===== src/rtl/mem_access_unit_pkg.sv =====
// Shared definitions for the memory-stage engine: FSM encoding, default sizes
// and the wait-counter width helper.
package mem_pkg;

  typedef enum logic {
    S_IDLE = 1'b0,
    S_WAIT = 1'b1
  } mau_state_t;

  localparam int DATA_W_DEF  = 32;
  localparam int ADDR_W_DEF  = 12;
  localparam int RD_W_DEF    = 5;
  localparam int TIMEOUT_DEF = 15;

  // Counter only needs to reach TIMEOUT-1, so ceil(log2(TIMEOUT)) bits suffice.
  function automatic int cnt_width(input int timeout);
    return (timeout > 2) ? $clog2(timeout) : 1;
  endfunction

endpackage


===== src/rtl/mem_access_unit_if.sv =====
// Request/acknowledge bus between the memory-stage engine and the data memory.
interface mem_access_unit_if #(
  parameter int ADDR_W = 12,
  parameter int DATA_W = 32
);
  // Handshake: the master raises mem_req with mem_we/mem_addr/mem_wdata and holds all of
  // them stable until the slave answers with a single-cycle mem_ack (mem_rdata valid only
  // in that cycle) or the master aborts; a new request always starts after req was low.
  logic              mem_req;
  logic              mem_we;
  logic [ADDR_W-1:0] mem_addr;
  logic [DATA_W-1:0] mem_wdata;
  logic              mem_ack;
  logic [DATA_W-1:0] mem_rdata;

  modport master (
    output mem_req, mem_we, mem_addr, mem_wdata,
    input  mem_ack, mem_rdata
  );

  modport slave (
    input  mem_req, mem_we, mem_addr, mem_wdata,
    output mem_ack, mem_rdata
  );
endinterface


===== src/rtl/mem_access_unit_wait_counter.sv =====
// Saturating wait counter: cleared while idle, counts while waiting, flags the last
// permitted cycle of an outstanding request.
module wait_counter
  import mem_pkg::*;
#(
  parameter int TIMEOUT = TIMEOUT_DEF
) (
  input  logic clock,
  input  logic reset,
  input  logic i_clear,
  input  logic i_enable,
  output logic o_expire
);

  localparam int CW = cnt_width(TIMEOUT);
  localparam logic [CW-1:0] LAST = CW'(TIMEOUT - 1);

  logic [CW-1:0] r_cnt;

  always_ff @(posedge clock or negedge reset) begin
    if (!reset) begin
      r_cnt <= '0;
    end else if (i_clear) begin
      r_cnt <= '0;
    end else if (i_enable && (r_cnt != LAST)) begin
      r_cnt <= r_cnt + CW'(1);
    end
  end

  assign o_expire = (r_cnt == LAST);

endmodule


===== src/rtl/mem_access_unit.sv =====
// Memory-stage engine: issues loads/stores from the X/M latch, stalls upstream while the
// memory is busy, aborts hung requests and produces the registered M/W write-back fields.
module mem_access_unit
  import mem_pkg::*;
#(
  parameter int DATA_W  = DATA_W_DEF,
  parameter int ADDR_W  = ADDR_W_DEF,
  parameter int RD_W    = RD_W_DEF,
  parameter int TIMEOUT = TIMEOUT_DEF
) (
  input  logic               clock,
  input  logic               reset,
  input  logic               xm_valid,
  input  logic [DATA_W-1:0]  xm_o,
  input  logic [DATA_W-1:0]  xm_d,
  input  logic               xm_wmem,
  input  logic               xm_lw,
  input  logic               xm_wreg,
  input  logic [RD_W-1:0]    xm_rd,
  output logic               stall,
  mem_access_unit_if.master  mem,
  output logic               mw_valid,
  output logic [DATA_W-1:0]  mw_data,
  output logic [RD_W-1:0]    mw_rd,
  output logic               mw_wreg,
  output logic               mem_err,
  output mau_state_t         dbg_state
);

  mau_state_t        r_state;
  logic [ADDR_W-1:0] r_addr;
  logic [DATA_W-1:0] r_wdata;
  logic              r_we;
  logic [RD_W-1:0]   r_rd;
  logic              r_wreg;
  logic              r_mw_valid;
  logic [DATA_W-1:0] r_mw_data;
  logic [RD_W-1:0]   r_mw_rd;
  logic              r_mw_wreg;
  logic              r_err;

  logic w_mem_op;
  logic w_expire;
  logic w_in_wait;
  logic w_unused_hi;

  assign w_mem_op    = xm_valid & (xm_wmem | xm_lw);
  assign w_in_wait   = (r_state == S_WAIT);
  assign w_unused_hi = &{1'b0, xm_o[DATA_W-1:ADDR_W]};

  wait_counter #(.TIMEOUT(TIMEOUT)) u_wait_counter (
    .clock    (clock),
    .reset    (reset),
    .i_clear  (!w_in_wait),
    .i_enable (w_in_wait),
    .o_expire (w_expire)
  );

  // Stall must drop in the completing/aborting cycle so the next op is latched on time.
  always_comb begin
    stall = 1'b0;
    if (w_in_wait) stall = !(mem.mem_ack || w_expire);
    else           stall = w_mem_op;
  end

  always_ff @(posedge clock or negedge reset) begin
    if (!reset) begin
      r_state    <= S_IDLE;
      r_addr     <= '0;
      r_wdata    <= '0;
      r_we       <= 1'b0;
      r_rd       <= '0;
      r_wreg     <= 1'b0;
      r_mw_valid <= 1'b0;
      r_mw_data  <= '0;
      r_mw_rd    <= '0;
      r_mw_wreg  <= 1'b0;
      r_err      <= 1'b0;
    end else begin
      case (r_state)
        S_IDLE: begin
          if (w_mem_op) begin
            r_addr     <= xm_o[ADDR_W-1:0];
            r_wdata    <= xm_d;
            r_we       <= xm_wmem;
            r_rd       <= xm_rd;
            r_wreg     <= xm_wreg;
            r_mw_valid <= 1'b0;
            r_mw_wreg  <= 1'b0;
            r_state    <= S_WAIT;
          end else begin
            r_mw_valid <= xm_valid;
            r_mw_data  <= xm_o;
            r_mw_rd    <= xm_rd;
            r_mw_wreg  <= xm_valid & xm_wreg & (xm_rd != '0);
          end
        end
        S_WAIT: begin
          // A late ack in the expiry cycle still completes the access normally.
          if (mem.mem_ack) begin
            r_mw_valid <= 1'b1;
            r_mw_rd    <= r_rd;
            r_mw_data  <= r_we ? {{(DATA_W-ADDR_W){1'b0}}, r_addr} : mem.mem_rdata;
            r_mw_wreg  <= !r_we & r_wreg & (r_rd != '0);
            r_state    <= S_IDLE;
          end else if (w_expire) begin
            r_mw_valid <= 1'b1;
            r_mw_rd    <= r_rd;
            r_mw_data  <= '0;
            r_mw_wreg  <= 1'b0;
            r_err      <= 1'b1;
            r_state    <= S_IDLE;
          end
        end
        default: r_state <= S_IDLE;
      endcase
    end
  end

  assign mem.mem_req   = w_in_wait;
  assign mem.mem_we    = r_we;
  assign mem.mem_addr  = r_addr;
  assign mem.mem_wdata = r_wdata;

  assign mw_valid  = r_mw_valid;
  assign mw_data   = r_mw_data;
  assign mw_rd     = r_mw_rd;
  assign mw_wreg   = r_mw_wreg;
  assign mem_err   = r_err;
  assign dbg_state = r_state;

endmodule

===== src/flat_wrapper.sv =====
// flat-port wrapper written by rule: the top's interface ports become plain ports
module mem_access_unit_flat import mem_pkg::*;
#(
  parameter int DATA_W  = DATA_W_DEF,
  parameter int ADDR_W  = ADDR_W_DEF,
  parameter int RD_W    = RD_W_DEF,
  parameter int TIMEOUT = TIMEOUT_DEF
)
  (clock, reset, xm_valid, xm_o, xm_d, xm_wmem, xm_lw, xm_wreg, xm_rd, stall, mw_valid, mw_data, mw_rd, mw_wreg, mem_err, dbg_state, mem_mem_req, mem_mem_we, mem_mem_addr, mem_mem_wdata, mem_mem_ack, mem_mem_rdata);
  mem_access_unit_if #(.ADDR_W(ADDR_W), .DATA_W(DATA_W)) mem_i ();
  input  logic clock;
  input  logic reset;
  input  logic xm_valid;
  input  logic [DATA_W-1:0] xm_o;
  input  logic [DATA_W-1:0] xm_d;
  input  logic xm_wmem;
  input  logic xm_lw;
  input  logic xm_wreg;
  input  logic [RD_W-1:0] xm_rd;
  output logic stall;
  output logic mw_valid;
  output logic [DATA_W-1:0] mw_data;
  output logic [RD_W-1:0] mw_rd;
  output logic mw_wreg;
  output logic mem_err;
  output mau_state_t dbg_state;
  output wire logic [$bits(mem_i.mem_req)-1:0] mem_mem_req;
  output wire logic [$bits(mem_i.mem_we)-1:0] mem_mem_we;
  output wire logic [$bits(mem_i.mem_addr)-1:0] mem_mem_addr;
  output wire logic [$bits(mem_i.mem_wdata)-1:0] mem_mem_wdata;
  input wire logic [$bits(mem_i.mem_ack)-1:0] mem_mem_ack;
  input wire logic [$bits(mem_i.mem_rdata)-1:0] mem_mem_rdata;
  assign mem_mem_req = mem_i.mem_req;
  assign mem_mem_we = mem_i.mem_we;
  assign mem_mem_addr = mem_i.mem_addr;
  assign mem_mem_wdata = mem_i.mem_wdata;
  assign mem_i.mem_ack = mem_mem_ack;
  assign mem_i.mem_rdata = mem_mem_rdata;
  mem_access_unit #(.DATA_W(DATA_W), .ADDR_W(ADDR_W), .RD_W(RD_W), .TIMEOUT(TIMEOUT)) u_core (.clock(clock), .reset(reset), .xm_valid(xm_valid), .xm_o(xm_o), .xm_d(xm_d), .xm_wmem(xm_wmem), .xm_lw(xm_lw), .xm_wreg(xm_wreg), .xm_rd(xm_rd), .stall(stall), .mem(mem_i), .mw_valid(mw_valid), .mw_data(mw_data), .mw_rd(mw_rd), .mw_wreg(mw_wreg), .mem_err(mem_err), .dbg_state(dbg_state));
endmodule

===== config.mk =====
export PLATFORM = sky130hd
export DESIGN_NAME = mem_access_unit_flat
export DESIGN_NICKNAME = d
export VERILOG_FILES = /design/src/rtl/mem_access_unit_pkg.sv /design/src/rtl/mem_access_unit_if.sv /design/src/rtl/mem_access_unit_wait_counter.sv /design/src/rtl/mem_access_unit.sv /design/src/flat_wrapper.sv
export SDC_FILE = /design/constraint.sdc
export NUM_CORES = 1
export LEC_CHECK = 0
export CAP_MARGIN = 10
export CORE_UTILIZATION = 40
export DETAILED_ROUTE_END_ITERATION = 6
export PLACE_DENSITY = 0.76
export SYNTH_ARGS = -nofsm -noshare
export SYNTH_HDL_FRONTEND = slang
export SYNTH_HIERARCHICAL = 1
export SYNTH_SLANG_ARGS = --single-unit

===== constraint.sdc =====
create_clock -name clock -period 2.4 [get_ports clock]
set_input_delay 0.6 -clock clock [delete_from_list [all_inputs] [get_ports clock]]
set_output_delay 0.6 -clock clock [all_outputs]
set_load 0.01 [all_outputs]

==> summary.txt <==
Routing
  – DR top layer: met4
  – Routed length on met3: 920 µm
  – Initial DRC Count: 123
  – Via density: 4.95
  – Final wirelength: 11200 µm
  – Drc violations: 0
  – Via count: 3169
  – Routed wl met2: 5330 µm
  – ANT nets after route: 0
  – Wirelength per Cell: 17.5 µm
  – DRT Pass-1 Iters: 4
  – Met1 WL: 4820 µm

Clock tree
  – Worst-Skew Late Latency: 340 ps
  – Clock Tree Buf Depth: 2
  – Clock Tree Root: clkbuf_16
  – # H-tree levels: 3
  – CTS clk-pin slew, worst paths: 60 ps
  – CTS tree: done
  – Clk sinks: 96
  – Hold_buf cts: 0
  – CTS Buf Count: 9

Global routing
  – First-pass GRT wire length: 16900 µm
  – Gr usage total: 0.189
  – Number of global-route vias before repair: 3319
  – Total congestion overflow: 0
  – Largest net degree at the start of global routing: 53
  – Antenna violations before repair: 0

Logic synthesis
  – Post-synth cell types: 35
  – Mapped Nets: 404
  – Syn_area_per_cell: 15.6 µm²
  – Ys Warns: 6
  – Post-synthesis sequential area ratio: 0.525
  – Mapped Area: 4580 µm²
  – Yosys reg bits: 96
  – Synth Instances: 294

Final layout
  – FF/Latch Area: 2400 µm²
  – Layout Nets: 605
  – Layout fillers: 823
  – Share of layout cells above drive strength 1: 0.268
  – Area of the multi-input gates: 1940 µm²
  – Design area: 6950 µm²
  – N_diodes: 0
  – Area growth syn-to-layout: 51.7%

Setup path
  – Worst EP required: 1800 ps
  – CP Max Fanout: 2
  – CP max stage delay: 430 ps
  – Slowest CP cell: clkdlybuf4s50_1
  – R2R Setup Slk: 270 ps
  – Crit Path Class: primary input to output pin
  – CP Cell Sequence: clkdlybuf4s50_1 > or2_4 > a22oi_2 > inv_1 > clkbuf_2
  – Critical path data arrival time: 1650 ps
  – Critical path launch point type: primary input
  – Type of element capturing the critical path: output pin
  – Crit. Startpoint: xm_lw
  – Crit-path leading delay family: buffers and inverters
  – Buf/Inv on CP: 3
  – R2R Path Start: u_core/u_wait_counter/r_cnt[0]
  – Reg2Reg Depth: 8
  – Reg-to-Reg End: u_core/mw_rd[0]

STA
  – Total Negative Setup Slacks: 0 ps
  – Crit share post-route: 0.939
  – Final setup fails: 0
  – FMAX: 444 MHz
  – Tmin final: 2250 ps
  – Unrepaired setup endpoints after global routing: false
  – Hold Violations, Final: 0
  – Setup ws final: 145 ps
  – Worst-margin pin slew: 801 ps
  – Slew Limit Fails: 0
  – Worst Skew: 9.20 ps
  – Worst slew margin: 0.466

Power and ir drop
  – Clk network pwr share: 0.250
  – Net Sw Frac: 0.269
  – Switching pwr: 1.56 mW
  – Internal power: 4.25 mW
  – Sequential share of power: 0.386
  – Combinational cell fraction of total power: 0.364
  – Worst IR Drop VDD: 0.394 mV
  – P_leak: 3.05 nW
  – PwrDens: 837 nW/µm²

Floorplan
  – Die height: 109 µm
  – Core Area: 11000 µm²
  – Row cnt: 38
  – Die Area: 11900 µm²
  – I/O pin count: 196
  – Initial Util: 0.417
  – Die width: 109 µm

Status
  – Run status: complete, no violations

Place
  – Area after DPL: 6620 µm²
  – Dpl ws: -236 ps
  – Number of buffers inserted by port buffering: 195
  – Dpl hpwl: 8150 µm
  – Routability congestion estimate: 0.719

Min path
  – Class of the worst hold path: primary input to async pin

Run
  – Max_cap viols: 0
==> layer usage <==
layer | vias to the layer above | track usage
met5 | - | 0
met4 | 0 | 0.0676
met3 | 10 | 0.0430
met2 | 132 | 0.318
met1 | 1546 | 0.237
li1 | 1481 | -
==> through the flow <==
| stage | total power [mW] | hold WS [ps] | utilization | cells |
|---|---|---|---|---|
| after floorplan | 3.30 | 304 | - | 294 |
| after global placement | 4.34 | 459 | 0.603 | 622 |
| after detailed placement | 4.39 | 464 | 0.603 | 622 |
| after CTS | 5.88 | 110 | 0.633 | 640 |
| after global routing | 6.10 | 122 | 0.632 | 640 |
| final | 5.81 | 118 | 0.632 | 640 |
==> how the worst max path moves through the flow <==
stage | end | slack (ps) | cells after the start
floorplan | stall | 360 | 9
global placement | stall | -220 | 5
detailed placement | stall | -240 | 5
CTS | dbg_state | 30 | 2
global route | stall | 100 | 8
finish | stall | 150 | 5
==> cells in the mapped netlist <==
cell,count,share of area
a21oi_1,5,0.0055
a22o_1,20,0.038
a22oi_2,1,0.0027
a31o_2,1,0.0019
and2_4,1,0.0019
and3b_1,1,0.0019
buf_12,6,0.026
buf_2,7,0.0077
buf_4,1,0.0016
buf_6,1,0.0025
buf_8,2,0.0066
clkbuf_1,3,0.0025
dfrtp_1,96,0.52
ha_1,2,0.0055
inv_1,4,0.0033
inv_2,2,0.0016
mux2_2,24,0.059
mux2_4,69,0.23
mux2i_1,12,0.026
nand2_1,1,0.00082
nand3_1,4,0.0044
nand3_2,1,0.0022
nand4_1,1,0.0014
nor2_1,3,0.0025
nor2b_1,1,0.0014
nor2b_2,1,0.0019
nor3_1,2,0.0022
o2111ai_1,1,0.0019
o211ai_1,1,0.0016
o21ai_0,3,0.0033
o2bb2ai_1,12,0.023
o31ai_1,1,0.0016
or2_1,1,0.0014
or3_1,1,0.0014
or4_1,2,0.0033
==> worst reg2reg max path: cells and delay by family, from the launching register on <==
kind | cells | cell delay, ps
mux | 1 | 440
buf+inv | 3 | 680
simple gates | 2 | 160
fa+ha+maj | 1 | 170
flops | 1 | 380
compound gates | 1 | 190
==> registers in the layout, summed over array words and instances, names as in the netlist, 4 cells and up <==
register	cells
u_core/mem.mem_addr	12
u_core/mem.mem_wdata	32
u_core/mw_data	32
u_core/mw_rd	5
u_core/r_rd	5
u_core/u_wait_counter/r_cnt	4
==> power by group through the flow <==
stage | combinational, mW | clock, mW | sequential (mW)
finish | 2.11 | 1.45 | 2.25
global route | 2.24 | 1.56 | 2.30
CTS | 2.14 | 1.49 | 2.25
detailed placement | 2.12 | 0 | 2.27
global placement | 2.08 | 0 | 2.26
floorplan | 0.901 | 0 | 2.40
==> kinds of logic (layout without fill, tap and decap cells) <==
kind of cell,Yosys count,after routing,synth area share
AO/OA/AOI/OAI,45,45,0.0798
adder cells (fa/ha/maj),2,2,0.00547
buffers and inverters,26,232,0.0519
flip-flops,96,96,0.525
multiplexers,105,105,0.312
AND/OR/NAND/NOR,20,20,0.0265
==> cell usage in the layout, fill, tap and decap left out, drive strengths merged, types with 2 or more instances in the layout <==
cell type      instances
dfrtp                 96
clkdlybuf4s50        193
nand3                  5
o2bb2ai               12
nor3                   2
a21oi                  5
or4                    2
buf                   16
a22o                  20
nor2b                  2
ha                     2
clkbuf                13
mux2i                 12
o21ai                  3
mux2                  93
inv                    7
nor2                   3
==> cell type report <==
| class | instances | area share |
|---|---|---|
| Timing Repair Buffer | 210 | 0.302 |
| Clock inverter | 4 | 0.00738 |
| Inverter | 6 | 0.00360 |
| Sequential cell | 96 | 0.346 |
| Tap cell | 140 | 0.0252 |
| Multi-Input combinational cell | 172 | 0.279 |
| Clock buffer | 12 | 0.0369 |
==> repair_timing <==
item,4_1_cts,5_1_grt
endpoints found under the setup margin,1,2
resized for setup,4,2
setup buffers,2,0
(Power assumes the default switching activity.)
